$ cat config.mk
export PLATFORM = sky130hd
export DESIGN_NAME = flag_branch_unit_flat
export DESIGN_NICKNAME = d
export VERILOG_FILES = /design/src/rtl/flag_branch_unit_if.sv /design/src/rtl/flag_branch_unit.sv /design/src/flat_wrapper.sv
export SDC_FILE = /design/constraint.sdc
export NUM_CORES = 1
export LEC_CHECK = 0
export BUFFER_PORTS_ARGS = -buffer_cell sky130_fd_sc_hd__buf_4
export CAP_MARGIN = 30
export CORE_MARGIN = 3
export CORE_UTILIZATION = 54
export CTS_CLUSTER_DIAMETER = 40
export DETAILED_ROUTE_END_ITERATION = 10
export PLACE_DENSITY_LB_ADDON = 0.1
export SKIP_LAST_GASP = 1
export SYNTH_ARGS = -nofsm -noshare
export SYNTH_HDL_FRONTEND = slang
export SYNTH_SLANG_ARGS = --single-unit
$ cat constraint.sdc
create_clock -name clk -period 4.97 [get_ports clk]
set_input_delay 0.2485 -clock clk [delete_from_list [all_inputs] [get_ports clk]]
set_output_delay 0.2485 -clock clk [all_outputs]
set_load 0.02 [all_outputs]
$ cat src/rtl/flag_branch_unit_if.sv
// Upstream/downstream handshake bundle for the execute-stage flag/branch back end.
// The master side is whoever feeds packets in and drains writebacks; slave is the unit.
interface flag_branch_unit_if;
  logic        in_valid;
  logic        in_ready;
  logic [31:0] alu_result;
  logic [2:0]  alu_flag;
  logic        flag_we;
  logic [2:0]  br_type;
  logic [31:0] br_target;
  logic [31:0] pc_plus4;
  logic [4:0]  rd_addr;
  logic        rd_we;
  logic        out_valid;
  logic        out_ready;
  logic [31:0] wb_data;
  logic [4:0]  wb_addr;
  logic        wb_en;
  logic        branch_taken;
  logic [31:0] next_pc;
  logic [2:0]  flags_q;

  modport master (
    output in_valid, alu_result, alu_flag, flag_we, br_type, br_target,
           pc_plus4, rd_addr, rd_we, out_ready,
    input  in_ready, out_valid, wb_data, wb_addr, wb_en, branch_taken,
           next_pc, flags_q
  );

  modport slave (
    input  in_valid, alu_result, alu_flag, flag_we, br_type, br_target,
           pc_plus4, rd_addr, rd_we, out_ready,
    output in_ready, out_valid, wb_data, wb_addr, wb_en, branch_taken,
           next_pc, flags_q
  );
endinterface

$ cat src/rtl/flag_branch_unit.sv
// Execute-stage back end: architectural flags, branch resolution, wrong-path squash
// and a single registered writeback entry behind a valid/ready handshake.
module flag_branch_unit #(
  parameter int FLUSH_SLOTS = 1,
  parameter int LINK_REG    = 31
) (
  input  logic               clk,
  input  logic               rst,
  flag_branch_unit_if.slave  bus
);

  typedef enum logic {RUN, SQUASH} state_e;

  localparam logic [2:0] FLUSH_CNT = 3'(FLUSH_SLOTS);
  localparam logic [4:0] LINK_ADDR = 5'(LINK_REG);

  localparam logic [2:0] BR_NONE = 3'b000;
  localparam logic [2:0] BR_B    = 3'b001;
  localparam logic [2:0] BR_LTZ  = 3'b010;
  localparam logic [2:0] BR_Z    = 3'b011;
  localparam logic [2:0] BR_NZ   = 3'b100;
  localparam logic [2:0] BR_CY   = 3'b101;
  localparam logic [2:0] BR_NCY  = 3'b110;
  localparam logic [2:0] BR_L    = 3'b111;

  state_e      state, state_nx;
  logic [2:0]  cnt, cnt_nx;
  logic        accept;
  logic        live;
  logic        taken;
  logic [31:0] wb_data_d;
  logic [4:0]  wb_addr_d;
  logic        wb_en_d;

  assign bus.in_ready = !bus.out_valid || bus.out_ready;
  assign accept       = bus.in_valid && bus.in_ready;
  assign live         = accept && (state == RUN);

  // Carry branches look at the held flags, not the incoming op's flags.
  always_comb begin
    taken = 1'b0;
    case (bus.br_type)
      BR_NONE: taken = 1'b0;
      BR_B:    taken = 1'b1;
      BR_LTZ:  taken = bus.alu_flag[2];
      BR_Z:    taken = bus.alu_flag[1];
      BR_NZ:   taken = !bus.alu_flag[1];
      BR_CY:   taken = bus.flags_q[0];
      BR_NCY:  taken = !bus.flags_q[0];
      BR_L:    taken = 1'b1;
      default: taken = 1'b0;
    endcase
  end

  always_comb begin
    wb_data_d = bus.alu_result;
    wb_addr_d = bus.rd_addr;
    wb_en_d   = bus.rd_we && (bus.rd_addr != 5'd0);
    if (bus.br_type == BR_L) begin
      wb_data_d = bus.pc_plus4;
      wb_addr_d = LINK_ADDR;
      wb_en_d   = (LINK_ADDR != 5'd0);
    end
  end

  always_comb begin
    state_nx = state;
    cnt_nx   = cnt;
    case (state)
      RUN: begin
        if (live && taken && (FLUSH_CNT != 3'd0)) begin
          state_nx = SQUASH;
          cnt_nx   = FLUSH_CNT;
        end
      end
      SQUASH: begin
        if (accept) begin
          cnt_nx = cnt - 3'd1;
          if (cnt == 3'd1) state_nx = RUN;
        end
      end
      default: state_nx = RUN;
    endcase
  end

  always_ff @(posedge clk or posedge rst) begin
    if (rst) begin
      state <= RUN;
      cnt   <= 3'd0;
    end else begin
      state <= state_nx;
      cnt   <= cnt_nx;
    end
  end

  // Squashed accepts still free the entry if the consumer drained it.
  always_ff @(posedge clk or posedge rst) begin
    if (rst) begin
      bus.out_valid    <= 1'b0;
      bus.wb_data      <= 32'd0;
      bus.wb_addr      <= 5'd0;
      bus.wb_en        <= 1'b0;
      bus.branch_taken <= 1'b0;
      bus.next_pc      <= 32'd0;
      bus.flags_q      <= 3'b000;
    end else if (live) begin
      bus.out_valid    <= 1'b1;
      bus.wb_data      <= wb_data_d;
      bus.wb_addr      <= wb_addr_d;
      bus.wb_en        <= wb_en_d;
      bus.branch_taken <= taken;
      bus.next_pc      <= taken ? bus.br_target : bus.pc_plus4;
      if (bus.flag_we) bus.flags_q <= bus.alu_flag;
    end else if (bus.out_ready) begin
      bus.out_valid <= 1'b0;
    end
  end

endmodule

$ cat src/flat_wrapper.sv
// flat-port wrapper written by rule: the top's interface ports become plain ports
module flag_branch_unit_flat 
#(
  parameter int FLUSH_SLOTS = 1,
  parameter int LINK_REG    = 31
)
  (clk, rst, bus_in_valid, bus_alu_result, bus_alu_flag, bus_flag_we, bus_br_type, bus_br_target, bus_pc_plus4, bus_rd_addr, bus_rd_we, bus_out_ready, bus_in_ready, bus_out_valid, bus_wb_data, bus_wb_addr, bus_wb_en, bus_branch_taken, bus_next_pc, bus_flags_q);
  flag_branch_unit_if bus_i ();
  input  logic clk;
  input  logic rst;
  input wire logic [$bits(bus_i.in_valid)-1:0] bus_in_valid;
  input wire logic [$bits(bus_i.alu_result)-1:0] bus_alu_result;
  input wire logic [$bits(bus_i.alu_flag)-1:0] bus_alu_flag;
  input wire logic [$bits(bus_i.flag_we)-1:0] bus_flag_we;
  input wire logic [$bits(bus_i.br_type)-1:0] bus_br_type;
  input wire logic [$bits(bus_i.br_target)-1:0] bus_br_target;
  input wire logic [$bits(bus_i.pc_plus4)-1:0] bus_pc_plus4;
  input wire logic [$bits(bus_i.rd_addr)-1:0] bus_rd_addr;
  input wire logic [$bits(bus_i.rd_we)-1:0] bus_rd_we;
  input wire logic [$bits(bus_i.out_ready)-1:0] bus_out_ready;
  output wire logic [$bits(bus_i.in_ready)-1:0] bus_in_ready;
  output wire logic [$bits(bus_i.out_valid)-1:0] bus_out_valid;
  output wire logic [$bits(bus_i.wb_data)-1:0] bus_wb_data;
  output wire logic [$bits(bus_i.wb_addr)-1:0] bus_wb_addr;
  output wire logic [$bits(bus_i.wb_en)-1:0] bus_wb_en;
  output wire logic [$bits(bus_i.branch_taken)-1:0] bus_branch_taken;
  output wire logic [$bits(bus_i.next_pc)-1:0] bus_next_pc;
  output wire logic [$bits(bus_i.flags_q)-1:0] bus_flags_q;
  assign bus_i.in_valid = bus_in_valid;
  assign bus_i.alu_result = bus_alu_result;
  assign bus_i.alu_flag = bus_alu_flag;
  assign bus_i.flag_we = bus_flag_we;
  assign bus_i.br_type = bus_br_type;
  assign bus_i.br_target = bus_br_target;
  assign bus_i.pc_plus4 = bus_pc_plus4;
  assign bus_i.rd_addr = bus_rd_addr;
  assign bus_i.rd_we = bus_rd_we;
  assign bus_i.out_ready = bus_out_ready;
  assign bus_in_ready = bus_i.in_ready;
  assign bus_out_valid = bus_i.out_valid;
  assign bus_wb_data = bus_i.wb_data;
  assign bus_wb_addr = bus_i.wb_addr;
  assign bus_wb_en = bus_i.wb_en;
  assign bus_branch_taken = bus_i.branch_taken;
  assign bus_next_pc = bus_i.next_pc;
  assign bus_flags_q = bus_i.flags_q;
  flag_branch_unit #(.FLUSH_SLOTS(FLUSH_SLOTS), .LINK_REG(LINK_REG)) u_core (.clk(clk), .rst(rst), .bus(bus_i));
endmodule
### Yosys cells after proc, flatten, opt, wreduce, memory -nomap -nowiden

Index checks and enable logic that the tools add are counted.
W data, S select, Z words.

* register bits: 79
* input bits: 113
* word-level logic and storage cells: 49

* add/subtract/negate cells: 1
* eq/ne operators: 10
* muxes and demuxes: 14
* bitwise logic cells: 1
* reduce and logical (&&, ||, !) cells: 14

Operators by type and width (count)
* $mux W32: 2
* $eq A3 B3 Y1 const B: 4
* $pmux W1 S7: 1
* $eq A3 B1 Y1 const B: 2
* $eq A3 B2 Y1 const B: 2
* $mux W1: 6
* $mux W3: 2
* $pmux W3 S2: 1
* $mux W5: 1
* $reduce_bool A5 Y1: 1
* $logic_and A1 B1 Y1: 4
* $ne A2 B2 Y1 const B: 2
* $reduce_and A2 Y1: 2
* $logic_not A1 Y1: 3
* $logic_not A3 Y1: 1
* $sub A3 B1 Y3 const B: 1
* $pmux W1 S2: 1
* $reduce_bool A2 Y1: 1
* $reduce_or A2 Y1: 1
* $logic_or A1 B1 Y1: 1
* $not A1 Y1: 1

### Logic depth before layout (Yosys ltp)

* word-level depth: 7
* mapped depth: 7
* gate-level depth less buffers: 5

### Worst setup path after synthesis

Ideal clock, no wire load.

* path type: reg-to-reg
* from: reg u_core.bus.flags_q[0] (netlist name)
* to: reg u_core.bus.next_pc[10] (netlist name)
* arrival: 1437 ps
* setup slack: 3392 ps
* stages on the path, launching flop included: 8
* buffers on the path: 3
* period minus slack after synthesis: 1578 ps
* path through: dfrtp_1 -> buf_2 -> nand2b_1 -> buf_2 -> o22a_4 -> buf_2 -> o211ai_1 -> a31oi_1

* word-level cells in the longest chain between the ends: 3

RTL lines
* from (decl): RTL line flag_branch_unit_if.sv:34 `next_pc, flags_q`
* from (signal assigned): RTL line flag_branch_unit.sv:113 `if (bus.flag_we) bus.flags_q <= bus.alu_flag;`
* $logic_not A1 Y1: RTL line flag_branch_unit.sv:49 `BR_NCY: taken = !bus.flags_q[0];`
* $pmux W1 S7 *: RTL line flag_branch_unit.sv:42 `case (bus.br_type)`
* $mux W32 *: RTL line flag_branch_unit.sv:112 `bus.next_pc <= taken ? bus.br_target : bus.pc_plus4;`
* to (signal assigned): RTL line flag_branch_unit.sv:112
* to (decl): RTL line flag_branch_unit_if.sv:34

Mark *: on every way between the ends. The rest lies on a longest branch, timed or not.
A chain may end at the register's enable or synchronous reset.

### Final worst setup path

* from: reg u_core.bus.flags_q[0] (netlist name)
* to: reg u_core.cnt[2]

* word-level cells in the longest chain between the ends: 5

RTL lines
* $logic_not A1 Y1: RTL line flag_branch_unit.sv:49
* $pmux W1 S7 *: RTL line flag_branch_unit.sv:42
* $logic_and A1 B1 Y1 *: RTL line flag_branch_unit.sv:71 `if (live && taken && (FLUSH_CNT != 3'd0)) begin`
* $ne A2 B2 Y1 (no line) *
* $reduce_and A2 Y1 (no line) *
* to (signal assigned): RTL line flag_branch_unit.sv:92 `cnt <= cnt_nx;`
* to (decl): RTL line flag_branch_unit.sv:27 `logic [2:0] cnt, cnt_nx;`

Marked as above.

==> reports/metrics.yaml <==
fin_crit_sh_pct: 53.9
busiest_layer: "met2"
detail_route.wl_per_cell_um: 20.6
ys_types: 35
post_cts_buffers: 0
met3_usage_pct: 5.39
synth_seq_cells: 79
tritoncts: "built"
fp.dieH_um: 102
slowest_stage: "dfrtp_1"
register_area_mm2: 0.00198
syn_inst: 599
grt_pass1_wl_mm: 27.5
htree_num_levels: 3
synth_area_leaders: "dfrtp_1 (39%), a31oi_1 (8.1%), nand2_1 (5.8%), a211o_1 (5.6%), o221ai_1 (5.6%)"
p_leak_nw: 2.96
place_congestion: 0.845
io_pins: 189
area_delta_synth_final_pct: 32.0
clock_latency_ns: 0.35
multiInputGateArea_mm2: 0.00257
slew_viol_final: 0
netlist_top_cells_count: "dfrtp_1 (79), nand2_1 (78), nor2_1 (67), a31oi_1 (65), inv_1 (38)"
grt_start_max_net_pins: 94
vias: 5726
core_area_mm2: 0.00885
skew_ns: 0.00866
cp.required_ns: 5.21
hold_viol: 0
antenna_found_initial: 0
cts_root_buf: "clkbuf_8"
synth.most_common_cell: "dfrtp_1"
clkSlewWorstSetupHoldPaths_ns: 0.09
n_antenna_cell: 0
use_met2_pct: 52.3
ant_nets: 0
setup_viol: 0
crit_top_cell: "buf_16"
clkSinkCount: 79
track_usage_pct: 32.8
grt_pass1_vias: 5447
syn_nets: 714
final_nets: 858
cp_max_fo: 33
max-vdd-ir-drop_v: 0.000294
syn_area_mm2: 0.00501
grt_use_met1_pct: 45.0
crit_type: "reg -> reg"
synth_warnings: 0
period_needed_ns: 2.68
synth-edff-count: 0
powerDensity_mw_per_mm2: 533
dp.final_hpwl_mm: 12.1
numPortBuffers: 188
drive_above_1_share_pct: 30.3
firstDrtPassIters: 7
fp.dieW_um: 102
grt-ovfl-total: 0
max_stage_delay_ns: 0.63
slew_headroom_pct: 30.2
max-clock-path-buffers: 2
start_util_pct: 56.6
hold_ws_ns: 0.0158
final.setup.tns_ns: 0
end_kind: "register"
drt_iter0_drc: 537
path_cells: "buf_16 -> nand2b_1 -> buf_16 -> o22a_4 -> mux2i_4 -> a221o_1"
rsz0062_at_grt: "no"
cts_hold_buffers: 0
tightest_slew_ns: 1.04
synth-seq-area-share_pct: 39.5
cts_resized: 0
synth_flop_cell: "dfrtp_1"
drcViolationCount: 0
start_kind: "register"
yosys.area.top_type: "dfrtp_1"
maxCapViolations: 0
numCtsBuffers: 9
status: "completed"
rows: 34
fmax_ghz: 0.373
viasPerCell: 6.69
synth_top_area_share_pct: 39.5
hold_class: "in -> async"
cp.arrival_ns: 2.92
die-area_mm2: 0.0105
fillers: 715
avgSynthCellArea_um2: 8.36
route.final.wire_length_mm: 17.6
async_reset_ff_share_pct: 100
==> where the power goes <==
| part | switching (mW) | internal, mW |
|---|---|---|
| logic | 1.06 | 0.790 |
| clock network | 0.254 | 0.235 |
| registers | 0.226 | 0.955 |
==> cell usage in the layout (no fill, tap or decap), types with 2 or more instances in the layout <==
cell type / synthesis / final
o211ai_1: 32 / 32
nand3_1: 3 / 3
a31oi_1: 65 / 65
o32ai_1: 32 / 32
nand2_1: 78 / 78
clkbuf_8: 0 / 9
nand2b_1: 4 / 4
o221ai_1: 32 / 32
mux2_1: 3 / 3
nor2_1: 67 / 67
inv_1: 38 / 37
inv_6: 0 / 2
buf_12: 0 / 2
clkinv_2: 0 / 2
o22ai_1: 33 / 33
buf_4: 5 / 197
buf_16: 0 / 2
dfrtp_1: 79 / 79
a211o_1: 32 / 32
ha_1: 2 / 2
o21ai_0: 11 / 11
nor2b_1: 3 / 2
clkinvlp_4: 0 / 2
==> final timing paths <==
| check | from | endpoint | slack [ns] | cells after the start |
|---|---|---|---|---|
| min in group clk | bus_alu_flag[0] | u_core.bus.flags_q[0] | 0.13 | 2 |
| setup reg to reg | u_core.bus.flags_q[0] | u_core.cnt[2] | 2.29 | 6 |
| hold / removal | rst | u_core.bus.wb_data[27] | 0.02 | 3 |
| setup / recovery | u_core.bus.flags_q[0] | u_core.cnt[2] | 2.29 | 6 |
| max in group asynchronous | rst | u_core.bus.next_pc[21] | 4.34 | 4 |
| hold reg to reg | u_core.bus.wb_addr[0] | u_core.bus.wb_addr[0] | 0.48 | 2 |
==> metrics by stage <==
step	power (mW)	util [%]	cell area, um2	setup WS (ns)	instances
floorplan	2.22	-	5010	2.70	599
global placement	2.93	71.5	6320	1.78	836
detailed placement	3.03	72.5	6410	2.36	840
CTS	3.52	74.7	6610	2.36	856
global route	3.73	74.7	6610	2.20	856
finish	3.52	74.7	6610	2.29	856
==> cell families after synthesis <==
| group | share of synthesized area (%) |
|---|---|
| buffers and inverters | 9.32 |
| muxes | 1.32 |
| AOI/OAI and AO/OA | 36.4 |
| DFF | 39.5 |
| adders and majority gates | 0.500 |
| and+or+nand+nor | 13.0 |
==> state kept, by name, summed over array words and instances, names as in the netlist <==
signal                   cells
u_core.bus.out_valid         1
u_core.bus.next_pc          32
u_core.bus.wb_data          32
u_core.cnt                   3
u_core.state                 1
u_core.bus.flags_q           3
u_core.bus.wb_en             1
u_core.bus.wb_addr           5
u_core.bus.branch_taken      1
==> final cells by class <==
cell class	instances	share of cell area [%]
tap	108	2.04
clock inverter	6	1.02
inverter	39	2.23
multi-input combinational	412	38.8
timing repair buffer	202	24.0
sequential	79	29.9
clock buffer	10	1.93
==> critical path: cells and delay by family, from the launching register on <==
family | cells | cell delay, ns
compound gates | 2 | 0.78
flops | 1 | 0.63
buf+inv | 2 | 0.51
simple gates | 1 | 0.48
mux | 1 | 0.16
==> routing by layer <==
metal / share of wire, % / wire length, um
met1: 40 / 7000
met2: 48 / 8440
met3: 9.7 / 1700
met4: 2.6 / 460
met5: 0 / 0
Note: power is estimated with default switching activity, not from simulation.
